### config.mk
export PLATFORM = sky130hd
export DESIGN_NAME = poly_voice_engine
export DESIGN_NICKNAME = d
export VERILOG_FILES = /design/src/rtl/synth_pkg.sv /design/src/rtl/voice_osc.sv /design/src/rtl/poly_voice_engine.sv
export SDC_FILE = /design/constraint.sdc
export NUM_CORES = 1
export LEC_CHECK = 0
export BUFFER_PORTS_ARGS = -buffer_cell sky130_fd_sc_hd__buf_4
export CORE_ASPECT_RATIO = 1.25
export CORE_UTILIZATION = 28
export DETAILED_ROUTE_END_ITERATION = 8
export GPL_ROUTABILITY_DRIVEN = 0
export PLACE_DENSITY = 0.5
export SETUP_SLACK_MARGIN = 0.5
export SLEW_MARGIN = 0
export SYNTH_ARGS = -nofsm -noshare
export SYNTH_HDL_FRONTEND = slang
export SYNTH_SLANG_ARGS = --single-unit
### constraint.sdc
create_clock -name clk -period 8.2 [get_ports clk]
set_input_delay 2.05 -clock clk [delete_from_list [all_inputs] [get_ports clk]]
set_output_delay 2.05 -clock clk [all_outputs]
set_load 0.01 [all_outputs]
### src/rtl/synth_pkg.sv
// synth_pkg: shared types and pitch table for the polyphonic voice engine.
//   wave_t  - wave shape select encoding (matches wave_sel)
//   KEY_DIV - base clocks-per-phase-step for the 13 keys of one octave
//   key_div - divider for any key index 0..31; keys above the base table
//             reuse the entry one octave (12 keys) lower at half the divider
package synth_pkg;

  typedef enum logic [1:0] {
    SAW     = 2'd0,
    SQUARE  = 2'd1,
    TRI     = 2'd2,
    INV_SAW = 2'd3
  } wave_t;

  localparam int          NUM_BASE_KEYS = 13;
  localparam logic [15:0] KEY_DIV [NUM_BASE_KEYS] = '{
    16'd75, 16'd70, 16'd67, 16'd63, 16'd59, 16'd56, 16'd53,
    16'd50, 16'd47, 16'd44, 16'd42, 16'd40, 16'd37
  };

  // Iterative form of "key_div(idx-12) >> 1": at most two octave folds are
  // needed to bring any 5-bit index under 13 (31 -> 19 -> 7).
  function automatic logic [15:0] key_div(input logic [4:0] idx);
    logic [4:0]  i;
    logic [1:0]  sh;
    logic [15:0] d;
    i  = idx;
    sh = 2'd0;
    for (int n = 0; n < 2; n++) begin
      if (i >= 5'd13) begin
        i  = i - 5'd12;
        sh = sh + 2'd1;
      end
    end
    d = KEY_DIV[i[3:0]] >> sh;
    if (d == 16'd0) d = 16'd1;
    return d;
  endfunction

endpackage

### src/rtl/voice_osc.sv
// voice_osc: one voice's phase accumulator and wave shaper.
//   clk, nrst  - clock, synchronous active-low reset
//   busy       - voice currently assigned; free voices hold zero and output 0
//   clr        - restart the note (allocation, steal or release this cycle)
//   key_idx    - key driving this voice, selects the pitch divider
//   oct_sel    - octave-down amount, multiplies the period by 2^oct_sel
//   wave_sel   - wave shape (wave_t encoding)
//   sample     - shaped sample of this voice (combinational from phase)
module voice_osc
  import synth_pkg::*;
#(
  parameter int SAMPLE_W = 8,
  parameter int KEY_W    = 4
) (
  input  logic                clk,
  input  logic                nrst,
  input  logic                busy,
  input  logic                clr,
  input  logic [KEY_W-1:0]    key_idx,
  input  logic [1:0]          oct_sel,
  input  logic [1:0]          wave_sel,
  output logic [SAMPLE_W-1:0] sample
);

  logic [15:0]         div_cnt;
  logic [SAMPLE_W-1:0] phase;
  logic [15:0]         limit;
  logic [SAMPLE_W-1:0] phase_x2;

  assign limit    = (key_div(5'(key_idx)) << oct_sel) - 16'd1;
  assign phase_x2 = phase << 1;

  // A count already past the limit (octave raised mid-note) restarts the
  // period without stepping the phase; only an exact hit steps it.
  always_ff @(posedge clk) begin
    if (!nrst || clr || !busy) begin
      div_cnt <= '0;
      phase   <= '0;
    end else if (div_cnt == limit) begin
      div_cnt <= '0;
      phase   <= phase + 1'b1;
    end else if (div_cnt > limit) begin
      div_cnt <= '0;
    end else begin
      div_cnt <= div_cnt + 16'd1;
    end
  end

  always_comb begin
    sample = '0;
    if (busy) begin
      case (wave_t'(wave_sel))
        SAW:     sample = phase;
        SQUARE:  sample = phase[SAMPLE_W-1] ? '1 : '0;
        TRI:     sample = phase[SAMPLE_W-1] ? ~phase_x2 : phase_x2;
        INV_SAW: sample = ~phase;
        default: sample = '0;
      endcase
    end
  end

endmodule

### src/rtl/poly_voice_engine.sv
// poly_voice_engine: pool of NUM_VOICES voices shared between NUM_KEYS keys.
//   clk, nrst     - clock, synchronous active-low reset
//   key_i         - held-key levels, 1 = held
//   oct_sel       - octave-down amount 0..3
//   wave_sel      - 0 saw, 1 square, 2 triangle, 3 inverted saw
//   sample_o      - registered average of all voice samples
//   voice_busy_o  - per-voice assigned flag
//   steal_o       - one-cycle pulse when a held voice is taken for a new key
// Release and allocation are both decided on the current state, so a voice
// released this cycle only becomes allocatable on the next one.
module poly_voice_engine
  import synth_pkg::*;
#(
  parameter int NUM_KEYS   = 13,
  parameter int NUM_VOICES = 4,
  parameter int SAMPLE_W   = 8,
  parameter int AGE_W      = 12
) (
  input  logic                  clk,
  input  logic                  nrst,
  input  logic [NUM_KEYS-1:0]   key_i,
  input  logic [1:0]            oct_sel,
  input  logic [1:0]            wave_sel,
  output logic [SAMPLE_W-1:0]   sample_o,
  output logic [NUM_VOICES-1:0] voice_busy_o,
  output logic                  steal_o
);

  localparam int KEY_W     = (NUM_KEYS > 1) ? $clog2(NUM_KEYS) : 1;
  localparam int VIDX_W    = (NUM_VOICES > 1) ? $clog2(NUM_VOICES) : 1;
  localparam int MIX_SHIFT = $clog2(NUM_VOICES);
  localparam int MIX_W     = SAMPLE_W + MIX_SHIFT;

  logic [NUM_KEYS-1:0]   key_q;
  logic [NUM_VOICES-1:0] busy;
  logic [KEY_W-1:0]      v_key    [NUM_VOICES];
  logic [AGE_W-1:0]      age      [NUM_VOICES];
  logic [SAMPLE_W-1:0]   v_sample [NUM_VOICES];

  logic [NUM_KEYS-1:0]   press, assigned, pending, steal_cand;
  logic [NUM_VOICES-1:0] rel, voice_clr;
  logic                  free_any, do_alloc, do_steal;
  logic [VIDX_W-1:0]     free_idx, old_idx;
  logic [KEY_W-1:0]      pend_idx, steal_idx;
  logic [AGE_W-1:0]      best_age;
  logic [MIX_W-1:0]      mix_sum;

  always_comb begin
    assigned  = '0;
    rel       = '0;
    free_any  = 1'b0;
    free_idx  = '0;
    pend_idx  = '0;
    steal_idx = '0;
    old_idx   = '0;
    best_age  = age[0];
    for (int v = 0; v < NUM_VOICES; v++) begin
      if (busy[v]) begin
        assigned[v_key[v]] = 1'b1;
        rel[v]             = ~key_i[v_key[v]];
      end
    end
    press      = key_i & ~key_q;
    pending    = key_i & ~assigned;
    steal_cand = press & pending;
    // Descending scans leave the lowest matching index as the winner.
    for (int v = NUM_VOICES - 1; v >= 0; v--) begin
      if (!busy[v]) begin
        free_any = 1'b1;
        free_idx = VIDX_W'(v);
      end
    end
    for (int k = NUM_KEYS - 1; k >= 0; k--) begin
      if (pending[k])    pend_idx  = KEY_W'(k);
      if (steal_cand[k]) steal_idx = KEY_W'(k);
    end
    // Strict compare keeps the lowest index on equal ages.
    for (int v = 1; v < NUM_VOICES; v++) begin
      if (age[v] > best_age) begin
        best_age = age[v];
        old_idx  = VIDX_W'(v);
      end
    end
    do_alloc = free_any && (|pending);
    do_steal = !free_any && (|steal_cand);
    for (int v = 0; v < NUM_VOICES; v++) begin
      voice_clr[v] = rel[v] || (do_alloc && (free_idx == VIDX_W'(v)))
                            || (do_steal && (old_idx == VIDX_W'(v)));
    end
  end

  always_ff @(posedge clk) begin
    if (!nrst) begin
      key_q   <= '0;
      busy    <= '0;
      steal_o <= 1'b0;
      for (int v = 0; v < NUM_VOICES; v++) begin
        v_key[v] <= '0;
        age[v]   <= '0;
      end
    end else begin
      key_q   <= key_i;
      steal_o <= do_steal;
      for (int v = 0; v < NUM_VOICES; v++) begin
        if (busy[v]) begin
          if (rel[v]) busy[v] <= 1'b0;
          if (age[v] != '1) age[v] <= age[v] + 1'b1;
        end
      end
      if (do_alloc) begin
        busy[free_idx]  <= 1'b1;
        v_key[free_idx] <= pend_idx;
        age[free_idx]   <= '0;
      end
      if (do_steal) begin
        busy[old_idx]  <= 1'b1;
        v_key[old_idx] <= steal_idx;
        age[old_idx]   <= '0;
      end
    end
  end

  for (genvar g = 0; g < NUM_VOICES; g++) begin : g_voice
    voice_osc #(
      .SAMPLE_W (SAMPLE_W),
      .KEY_W    (KEY_W)
    ) u_osc (
      .clk      (clk),
      .nrst     (nrst),
      .busy     (busy[g]),
      .clr      (voice_clr[g]),
      .key_idx  (v_key[g]),
      .oct_sel  (oct_sel),
      .wave_sel (wave_sel),
      .sample   (v_sample[g])
    );
  end

  // Sum width has log2(NUM_VOICES) guard bits, so the average is exact.
  always_comb begin
    mix_sum = '0;
    for (int v = 0; v < NUM_VOICES; v++) begin
      mix_sum = mix_sum + MIX_W'(v_sample[v]);
    end
  end

  always_ff @(posedge clk) begin
    if (!nrst) sample_o <= '0;
    else       sample_o <= SAMPLE_W'(mix_sum >> MIX_SHIFT);
  end

  assign voice_busy_o = busy;

endmodule

Word level (Yosys, flattened, before mapping)
Memories as Yosys holds them, arrays and structs flattened.
Index checks and enable logic that the tools add are counted.

word-level totals
  register bits after elaboration = 122
  memory bits (writable) = 64
  bits in read-only memories = 1024
  output and inout bits = 13
  memories kept = 6

cells by class
  add/sub/neg operators = 31
  order comparisons = 31
  equality and inequality tests = 17
  shift-type cells = 8
  muxes and demuxes = 162
  bitwise gates (word level) = 30
  reductions and logical operators = 54

memory list
  memory           depth  width  read ports  clocked after memory_dff  wr ports  RTL line                 RTL
  (no name shown)  16     16     1           0                         0         synth_pkg.sv:35          d = KEY_DIV[i[3:0]] >> sh;
  (no name shown)  16     16     1           0                         0         synth_pkg.sv:35
  (no name shown)  16     16     1           0                         0         synth_pkg.sv:35
  (no name shown)  16     16     1           0                         0         synth_pkg.sv:35
  age              4      12     4           0                         5         poly_voice_engine.sv:37  logic [AGE_W-1:0] age [NUM_VOICES];
  v_key            4      4      4           0                         4         poly_voice_engine.sv:36  logic [KEY_W-1:0] v_key [NUM_VOICES];

operators by type and width
  cell                                                                   count
  16-bit 2-to-1 mux                                                      12
  4-bit 2-to-1 mux                                                       35
  8-bit case mux with 4 select lines                                     4
  8-bit 2-to-1 mux                                                       12
  12-bit 2-to-1 mux                                                      7
  16-bit by 1-bit adder with 16-bit output (second input constant)       4
  16-bit equality test                                                   4
  16-bit > comparator                                                    4
  16-bit logical NOT                                                     4
  8-bit NOT                                                              8
  16-bit by 2-bit << shifter with 16-bit output                          4
  16-bit by 2-bit >> shifter with 16-bit output                          4
  16-bit by 1-bit subtractor with 16-bit output (second input constant)  4
  1-bit 2-to-1 mux                                                       61
  13-bit 2-to-1 mux                                                      4
  12-bit by 1-bit adder with 12-bit output (second input constant)       4
  12-bit inequality test (second input constant)                         4
  13-bit bitwise AND                                                     3
  13-bit OR                                                              3
  12-bit > comparator                                                    3
  8-bit by 1-bit adder with 8-bit output (second input constant)         4
  2-bit 2-to-1 mux                                                       13
  13-bit NOT                                                             2
  13-bit OR reduction                                                    2
  other kinds (30)                                                       124

Longest topological paths before layout
Gate-level depths: netlist of run 1.
An unclocked memory read counts as a cell.

  depth in word-level cells = 29
  depth in mapped cells = 38
  mapped depth without buffers = 33

Hierarchy
Synthesis of run 1 repeated with hierarchy kept, for this count alone.

unflattened totals
  cells, all modules = 2333
  area, all modules = 18865.6 um^2

by module, submodules not included
  module                            instances  cells an instance  area each (um^2)  seq. area each (um^2)
  poly_voice_engine                 1          784                7129.3            1961.9
  voice_osc (g_voice[2].u_osc ...)  2          382                2921.6            480.5
  voice_osc (g_voice[0].u_osc)      1          407                3029.2            480.5
  voice_osc (g_voice[1].u_osc)      1          378                2864.0            480.5

Worst setup path before layout of run 1
No wires, ideal clock.

  path kind = register -> register
  from = memory age[0][5]
  to = memory v_key[0][0] (enable)
  library setup time = 0.359 ns
  data arrival time = 6.634 ns
  required time = 7.841 ns
  path slack = 1.207 ns
  cell stages (with the launch flop) = 34
  path buffers = 4
  clock period less this slack = 6.993 ns
  cell sequence = dfxtp_1 -> inv_1 -> ha_1 -> a21o_1 -> a21o_1 -> a21o_1 -> a21o_1 -> a21o_1 -> a2111oi_0 -> or3_1 -> buf_4 -> clkbuf_1 -> mux2i_1 -> ha_1 -> a21o_1 -> a21o_1 -> a21oi_1 -> o21a_1 -> o21ai_0 -> o31ai_1 -> clkbuf_1 -> o21ai_0 -> ha_1 -> nor2b_1 -> o21a_1 -> o21a_1 -> o21bai_1 -> a21oi_1 -> a211oi_1 -> o21ai_4 -> o21ba_2 -> o221ai_1 -> nand2_1 -> buf_1

RTL lines
  item         RTL line
  from (decl)  poly_voice_engine.sv:37
  to (decl)    poly_voice_engine.sv:36

==> results of run 1 <==
## sequential cells by signal, indices dropped and copies added, names as in the netlist
| name | count |
|---|---|
| g_voice.u_osc.div_cnt | 64 |
| age | 48 |
| g_voice.u_osc.phase | 32 |
| v_key | 16 |
| key_q | 13 |
| sample_o | 8 |
| voice_busy_o | 4 |
| steal_o | 1 |
## path summary, 6_finish.rpt
check        slack (ns)                                endpoint
max                1.03  g_voice[0].u_osc.div_cnt[2]$_SDFF_PP0_
max reg2reg        1.03  g_voice[0].u_osc.div_cnt[2]$_SDFF_PP0_
min                0.48  g_voice[3].u_osc.div_cnt[0]$_SDFF_PP0_
min reg2reg        0.48  g_voice[3].u_osc.div_cnt[0]$_SDFF_PP0_
## layout make-up
| cell class | count | area, um^2 |
|---|---|---|
| clock buffer | 17 | 425 |
| clock inverter | 15 | 201 |
| fill | 6650 | 42700 |
| inverter | 108 | 405 |
| multi-input combinational | 1883 | 12900 |
| sequential | 186 | 3880 |
| tap | 832 | 1040 |
| timing repair buffer | 55 | 413 |
## worst register-to-register path: cells and delay by family, from the launching register on
family | cells | cell delay (ns)
fa+ha+maj | 5 | 1.61
compound gates | 12 | 2.02
mux | 1 | 0.23
flops | 1 | 0.53
buf+inv | 4 | 0.83
simple gates | 9 | 1.87
## synth_stat cells (all sizes together) (23+ instances only)
library cell    n
a31oi          23
a21oi          86
nor3           38
and2           31
nand4          81
a21o           36
xor2           83
and3           34
o21ai         129
nand2         203
nand3         110
nor2          316
buf            39
mux2i          48
o21a           28
clkbuf         86
inv           106
xnor2         107
dfxtp         170
ha            168
a221oi         33
nor2b          24
## placed cells by master, fill, tap and decap left out, types with 17 or more instances in the layout
cell type | Yosys | layout
a211oi_1 | 19 | 18
a21o_1 | 36 | 36
a21oi_1 | 86 | 86
a221oi_1 | 30 | 30
a31oi_1 | 23 | 23
and2_1 | 30 | 30
and3_1 | 34 | 33
buf_4 | 5 | 55
clkbuf_16 | 0 | 17
conb_1 | 1 | 24
dfxtp_1 | 170 | 170
ha_1 | 168 | 168
inv_1 | 106 | 106
mux2i_1 | 48 | 47
nand2_1 | 203 | 201
nand2b_1 | 20 | 20
nand3_1 | 110 | 110
nand4_1 | 81 | 81
nor2_1 | 305 | 305
nor2b_1 | 24 | 24
nor3_1 | 38 | 38
o211ai_1 | 20 | 20
o21a_1 | 28 | 28
o21ai_0 | 120 | 119
xnor2_1 | 107 | 107
xor2_1 | 83 | 83
## what timing repair did
item / CTS / global route
hold buffers: 0 / 0
gates resized for setup: 1 / 14
setup buffers: 0 / 1
endpoints found under the setup margin: 16 / 99
## cells by family (layout without fill, tap and decap cells)
family                   Yosys count  count (layout)  synth area share [%]
flip-flops                       186             186                  22.1
AO/OA/AOI/OAI                    502             502                  19.6
XOR/XNOR                         190             190                  9.47
other                              1              24                0.0213
AND/OR/NAND/NOR                  919             919                  25.2
buffers and inverters            233             195                  5.32
adder cells (fa/ha/maj)          184             184                  13.8
multiplexers                      64              64                  4.53
## report_power, final
part / switching, mW / total [mW] / internal [mW]
Clock: 0.449 / 0.890 / 0.441
Sequential: 0.0307 / 0.962 / 0.931
Combinational: 0.502 / 0.813 / 0.311
Total: 0.982 / 2.67 / 1.68
## metal layers
layer / vias to the layer above / track usage (%)
li1: 8074 / -
met1: 7708 / 18.4
met2: 380 / 28.8
met3: 106 / 2.85
met4: 0 / 6.69
met5: - / 0
## through the flow
| step | power [mW] | setup slack, ns | hold slack, ns |
|---|---|---|---|
| 3_3_place_gp | 1.77 | 0.746 | 0.454 |
| 3_5_place_dp | 1.78 | 0.501 | 0.465 |
| 5_1_grt | 2.83 | 0.541 | 0.518 |
| 2_1_floorplan | 1.58 | 1.21 | 0.437 |
| 4_1_cts | 2.69 | 0.543 | 0.484 |
| 6_report | 2.67 | 1.03 | 0.481 |
==> impl_metrics.yaml, run 1 <==
sta:
  finalSetupTns_ns: 0
  setup_violations: 0
  finClkSkew_ns: 0.0214
  slew_headroom_pct: 25.2
  grt_setup_unrepaired: "yes"
  worst_pin_slew_ns: 1.12
  finalHoldViolCount: 0
  max_freq_mhz: 140
  min_period_ns: 7.17
  fin_crit_sh_pct: 87.4
  slew_viol_final: 0
global_route:
  antenna_found_initial: 0
  first_global_vias: 15800
  gr-total-overflow: 0
  grt_max_degree: 58
  grt_pass1_wl_mm: 81.8
  grt_util_all_layers_pct: 16.0
synth:
  ys.flop_type: "dfxtp_1"
  yosys_warnings: 0
  syn_inst: 2279
  yosys.area.top_type: "dfxtp_1"
  ys_ff_latch: 186
  ys_types: 96
  ys_seq_area_share_pct: 22.1
  netlist.area_leader.share_pct: 19.4
  avgSynthCellArea_um2: 7.71
  synth_area_leaders: "dfxtp_1 (19%), ha_1 (12%), nor2_1 (6.5%), xnor2_1 (5.3%), nand2_1 (4.3%)"
  synth_area_mm2: 0.0176
  synth_edf_count: 16
  synth-async-reset-ratio_pct: 0
flow_run:
  cap_violations: 0
placement:
  dp_cells: 3063
  hpwlAfterDp_mm: 38.7
  port_buffers: 31
  placed_area_mm2: 0.0186
worst_setup_path:
  max_stage_delay_ns: 0.53
  critical_path_depth: 31
  slowest_stage: "edfxtp_1"
  worst_path_most_repeated_cell: "o21a_1"
  r2r-start: "v_key[0][1]$_SDFFCE_PN0P_"
  crit_buf_inv: 4
  worst_ep_arrival_time_ns: 7.58
  crit_fanout: 16
  critical_path_class: "flop to flop"
  start_kind: "flop"
  crit_start: "v_key[0][1]$_SDFFCE_PN0P_"
  crit_family: "compound AO/OA/AOI/OAI gates"
  required_ns: 8.62
  worstRegToRegCells: 31
  crit_path_end_kind: "flop"
power_and_ir_drop:
  pwr_density_cell_mw_per_mm2: 138
  leakage_nw: 7.40
  peakVddDrop_mv: 0.150
route:
  wl_mm: 50.3
  ant_nets: 0
  wl_met1_mm: 21.1
  wl_per_cell_um: 16.2
  top_layer_used: "met4"
  drtIter0Drc: 1105
  route.met2.wl_mm: 25.4
  drc: 0
  via_per_inst: 5.25
  vias: 16300
  dr.pass1.iters: 7
  met3WireLength_mm: 2.00
cts:
  clk_latency_ns: 0.50
  clkTransAtPathRegs_ns: 0.09
  clockBufferDepth: 2
  cts_tree: "done"
  root_buffer: "clkbuf_16"
  htree_levels: 4
  cts.sinks: 186
  cts_made_buffers: 17
layout:
  synthToLayoutAreaGrowth_pct: 9.84
  drive_gt1_share_pct: 7.02
  nets: 2454
  layout.cells.non_filler: 3096
  fin_area_mm2: 0.0193
  diodes: 0
  post-route-util_pct: 31.1
hold_path:
  hp-class: "flop to flop"
  min_path_cells: 1
  worstHoldStart: "g_voice[3].u_osc.div_cnt[0]$_SDFF_PP0_"
die:
  rows: 102
  dieArea_mm2: 0.0638
  coreArea_mm2: 0.0620
  start_util_pct: 28.3
  ios: 32
  die_height_um: 282
  die_w_um: 226
outcome:
  status: "finished, final reports clean"
Note: power is estimated with default switching activity, not from simulation.
==> inputs of run 2 (changes only) <==
- CORE_MARGIN: not set -> 5
- GPL_TIMING_DRIVEN: not set -> 0
==> impl_metrics.yaml, run 2 (synthesis gave the netlist of run 1 again) <==
layout:
  nets: 2565
  largest_reg_flops: 64
  regMostFlops: "g_voice.u_osc.div_cnt"
  final_common_cell: "nor2_1"
  layout_common_cells: "nor2_1 (303), nand2_1 (203), dfxtp_1 (170)"
  drive_gt1_share_pct: 7.71
  diodes: 0
  synthToLayoutAreaGrowth_pct: 12.6
  largestRegisters: "g_voice.u_osc.div_cnt (64), age (48), g_voice.u_osc.phase (32)"
  fin_area_mm2: 0.0198
  post-route-util_pct: 31.8
route:
  route.met2.wl_mm: 26.6
  dr.pass1.iters: 5
  ant_nets: 0
  via_per_inst: 5.23
  top_layer_used: "met4"
  vias: 16800
  drc: 0
  wl_per_cell_um: 16.5
  wl_met1_mm: 22.7
  drtIter0Drc: 1209
  wl_mm: 53.0
  met3WireLength_mm: 1.77
hold_path:
  min_path_cells: 1
  hp-class: "flop to flop"
die:
  start_util_pct: 28.3
  ios: 32
  die_w_um: 234
  coreArea_mm2: 0.0622
  die_height_um: 290
  dieArea_mm2: 0.0679
  rows: 102
global_route:
  gr-total-overflow: 0
  grt_max_degree: 19
  grt_pass1_wl_mm: 86.3
  first_global_vias: 16400
  grt_util_all_layers_pct: 15.5
  antenna_found_initial: 0
placement:
  hpwlAfterDp_mm: 41.7
  placed_area_mm2: 0.0190
  port_buffers: 28
power_and_ir_drop:
  leakage_nw: 7.62
  pwr_density_cell_mw_per_mm2: 138
  p_total_mw: 2.72
  peakVddDrop_mv: 0.143
worst_setup_path:
  max_stage_delay_ns: 0.40
  slowest_stage: "a2111oi_1"
  worstRegToRegCells: 35
  crit_path_end_kind: "flop"
  start_kind: "flop"
  worst_ep_arrival_time_ns: 7.75
  worst_path_most_repeated_cell: "a21o_1"
  critical_path_class: "flop to flop"
  required_ns: 8.63
  crit_fanout: 10
cts:
  cts_made_buffers: 17
  clk_latency_ns: 0.50
  htree_levels: 4
  root_buffer: "clkbuf_16"
  clockBufferDepth: 2
  cts_tree: "done"
  clkTransAtPathRegs_ns: 0.09
  cts.sinks: 186
sta:
  grt_setup_unrepaired: "no"
  setup_violations: 0
  finalHoldViolCount: 0
  max_freq_mhz: 137
  fin_crit_sh_pct: 89.2
  worst_pin_slew_ns: 0.887
  slew_headroom_pct: 40.7
  worst_hold_slack_ns: 0.485
  min_period_ns: 7.32
  slew_viol_final: 0
  finClkSkew_ns: 0.0175
outcome:
  status: "finished, final reports clean"
flow_run:
  cap_violations: 0
==> run 2: cell count changes in the layout (fill, tap and decap cells not counted), sizes merged <==
cell / delta
clkinvlp: +1
clkbuf: +84
clkinv: -4
bufinv: +1
inv: +1
buf: +28
==> run 2: where the power goes <==
part / switching [mW] / leakage [nW] / internal (mW)
logic: 0.535 / 5.78 / 0.330
registers: 0.0170 / 1.54 / 0.931
clock network: 0.440 / 0.297 / 0.470
==> run 2: critical path, delay by kind of cell, from the launching register on <==
family | cells | cell delay, ns
AO/OA/AOI/OAI | 15 | 3.09
AND/OR/NAND/NOR | 7 | 1.17
multiplexers | 1 | 0.27
flip-flops | 1 | 0.39
buffers and inverters | 9 | 1.50
adder cells (fa/ha/maj) | 3 | 0.81
==> run 2: repair_timing <==
item,CTS,global route
gates resized for setup,14,30
buffers inserted,6,5
endpoints found under the setup margin,135,145
endpoints found under the hold margin,0,0
pin swaps,1,3
hold buffers,0,0
==> run 2: metal layers <==
metal	vias up	global-route usage, %
met2	406	27.1
met5	-	0
met3	104	2.42
met1	7983	18.7
li1	8289	-
met4	0	6.92
==> run 2: through the flow <==
stage               worst slack [ns]  TNS, ns  cells
detailed placement            -0.409    -7.33   3164
floorplan                       1.21        0   2302
CTS                            0.505        0   3202
finish                         0.885        0   3207
global route                   0.460        0   3207
global placement              -0.457    -7.81   3162
==> run 2: worst paths after layout <==
check                                              start                                     end  slack [ns]
hold reg to reg   g_voice[3].u_osc.div_cnt[0]$_SDFF_PP0_  g_voice[3].u_osc.div_cnt[0]$_SDFF_PP0_        0.48
setup / recovery                  age[0][5]$_SDFFE_PP0P_  g_voice[0].u_osc.div_cnt[7]$_SDFF_PP0_        0.88
hold / removal    g_voice[3].u_osc.div_cnt[0]$_SDFF_PP0_  g_voice[3].u_osc.div_cnt[0]$_SDFF_PP0_        0.48
setup reg to reg                  age[0][5]$_SDFFE_PP0P_  g_voice[0].u_osc.div_cnt[7]$_SDFF_PP0_        0.88
==> run 2: area by class of cell <==
class	count	area (um^2)
fillers	6671	42400
inverters	108	405
repair buffers	41	312
multi-input cells	1883	13000
clock inverters	14	178
well taps	832	1040
clock buffers	18	439
flip-flops and latches	186	3880
plain buffers	125	558
==> inputs of run 3 (changes only) <==
- CORE_MARGIN: 5 -> not set
==> impl_metrics.yaml, run 3 (synthesis gave the netlist of run 1 again) <==
worst_setup_path:
  crit_family: "compound AO/OA/AOI/OAI gates"
  slowest_stage: "or3_1"
  required_ns: 8.63
  critical_path_class: "flop to flop"
  crit_path_end_kind: "flop"
  worst_ep_arrival_time_ns: 7.66
  max_stage_delay_ns: 0.40
  start_kind: "flop"
  crit_fanout: 10
  crit_buf_inv: 9
  worst_path_most_repeated_cell: "a21o_1"
global_route:
  gr-total-overflow: 0
  first_global_vias: 16400
  antenna_found_initial: 0
  grt_util_all_layers_pct: 16.9
  grt_pass1_wl_mm: 85.8
  grt_max_degree: 18
die:
  die_w_um: 226
  coreArea_mm2: 0.0620
  start_util_pct: 28.3
  ios: 32
  dieArea_mm2: 0.0638
  die_height_um: 282
  rows: 102
route:
  drtIter0Drc: 1064
  via_per_inst: 5.23
  dr.pass1.iters: 5
  wl_per_cell_um: 16.4
  wl_mm: 52.5
  drc: 0
  ant_nets: 0
  vias: 16800
layout:
  drive_gt1_share_pct: 7.54
  diodes: 0
  nets: 2565
  fillers: 6679
  fin_area_mm2: 0.0198
  synthToLayoutAreaGrowth_pct: 12.5
  final_common_cell: "nor2_1"
  layout_common_cells: "nor2_1 (303), nand2_1 (203), dfxtp_1 (170)"
  regMostFlops: "g_voice.u_osc.div_cnt"
  largestRegisters: "g_voice.u_osc.div_cnt (64), age (48), g_voice.u_osc.phase (32)"
  multi_input_area_mm2: 0.0130
  seqCellArea_mm2: 0.00388
  largest_reg_flops: 64
placement:
  hpwlAfterDp_mm: 41.3
  placed_area_mm2: 0.0190
  port_buffers: 28
  dp_slack_ns: -0.283
sta:
  finalHoldViolCount: 0
  slew_viol_final: 0
  finClkSkew_ns: 0.0226
  worst_pin_slew_ns: 0.879
  max_freq_mhz: 138
  fin_crit_sh_pct: 88.2
  setup_ws_ns: 0.970
  min_period_ns: 7.23
  slew_headroom_pct: 41.2
  grt_setup_unrepaired: "no"
  setup_violations: 0
cts:
  cts_made_buffers: 17
  cts_tree: "done"
  root_buffer: "clkbuf_16"
  clockBufferDepth: 2
  cts.sinks: 186
  htree_levels: 4
  cts_hold_buf: 0
  clk_latency_ns: 0.50
  clkTransAtPathRegs_ns: 0.09
power_and_ir_drop:
  swShare_pct: 35.6
  p_clk_share_pct: 33.8
  p_switching_mw: 0.972
  power.share.combinational_pct: 31.5
  leakage_nw: 7.62
  pwr-share-seq_pct: 34.7
  pwr_density_cell_mw_per_mm2: 138
  peakVddDrop_mv: 0.0954
  power.internal_mw: 1.76
flow_run:
  cap_violations: 0
outcome:
  status: "finished, final reports clean"
hold_path:
  hp-class: "flop to flop"
run 3: changes by cell type in the layout (fill, tap and decap cells not counted), moves of 2 or more:
| cell | before | now |
|---|---|---|
| mux2i_2 | 3 | 1 |
| clkbuf_4 | 0 | 2 |
| nor4_2 | 2 | 4 |
| buf_6 | 4 | 2 |
| mux2i_1 | 45 | 47 |
run 3: final cells by class:
type / instances / area share [%]
Sequential cell: 186 / 19.6
Clock buffer: 19 / 2.24
Clock inverter: 13 / 0.924
Tap cell: 832 / 5.26
Buffer: 125 / 2.82
Timing Repair Buffer: 41 / 1.54
Inverter: 108 / 2.05
Multi-Input combinational cell: 1883 / 65.5
run 3: stage by stage:
step	TNS (ns)	power, mW	hold slack (ns)	util [%]	cells
after floorplan	0	1.58	0.437	-	2302
after global placement	-3.98	1.78	0.464	30.5	3162
after detailed placement	-4.13	1.79	0.476	30.6	3165
after CTS	0	2.75	0.497	31.7	3203
after global routing	0	2.90	0.518	31.9	3207
final	0	2.73	0.492	31.9	3207
run 3: layer usage:
metal / vias to the layer above / global-route usage, % / wire (um)
li1: 8292 / - / -
met4: 0 / 7.55 / 1960
met3: 102 / 2.42 / 2010
met1: 7996 / 19.8 / 22200
met5: - / 0 / 0
met2: 397 / 30.2 / 26300
run 3: worst reg2reg max path, delay by kind of cell, from the launching register on:
family	cells	cell delay, ns
AO/OA/AOI/OAI	18	3.18
adder cells (fa/ha/maj)	3	0.91
buffers and inverters	9	1.46
flip-flops	1	0.39
multiplexers	1	0.27
AND/OR/NAND/NOR	5	0.94
run 3: power groups by stage:
stage          registers [mW]  clock network [mW]  logic (mW)
5_1_grt                 0.950               0.989       0.959
3_5_place_dp            0.970                   0       0.821
3_3_place_gp            0.969                   0       0.810
2_1_floorplan           0.965                   0       0.614
6_report                0.949               0.922       0.861
4_1_cts                 0.948               0.961       0.841
run 3: path summary, 6_finish.rpt:
check | start | endpoint | slack (ns) | cells past startpoint
max | age[0][5]$_SDFFE_PP0P_ | g_voice[0].u_osc.div_cnt[13]$_SDFF_PP0_ | 0.97 | 36
min reg2reg | g_voice[3].u_osc.div_cnt[0]$_SDFF_PP0_ | g_voice[3].u_osc.div_cnt[0]$_SDFF_PP0_ | 0.49 | 1
min | g_voice[3].u_osc.div_cnt[0]$_SDFF_PP0_ | g_voice[3].u_osc.div_cnt[0]$_SDFF_PP0_ | 0.49 | 1
max reg2reg | age[0][5]$_SDFFE_PP0P_ | g_voice[0].u_osc.div_cnt[13]$_SDFF_PP0_ | 0.97 | 36
run 3: repair_timing:
action	4_1_cts	5_1_grt
pin swaps	0	3
gates resized for setup	12	28
setup buffers	6	4
endpoints found under the setup margin	132	130
gates cloned	0	0
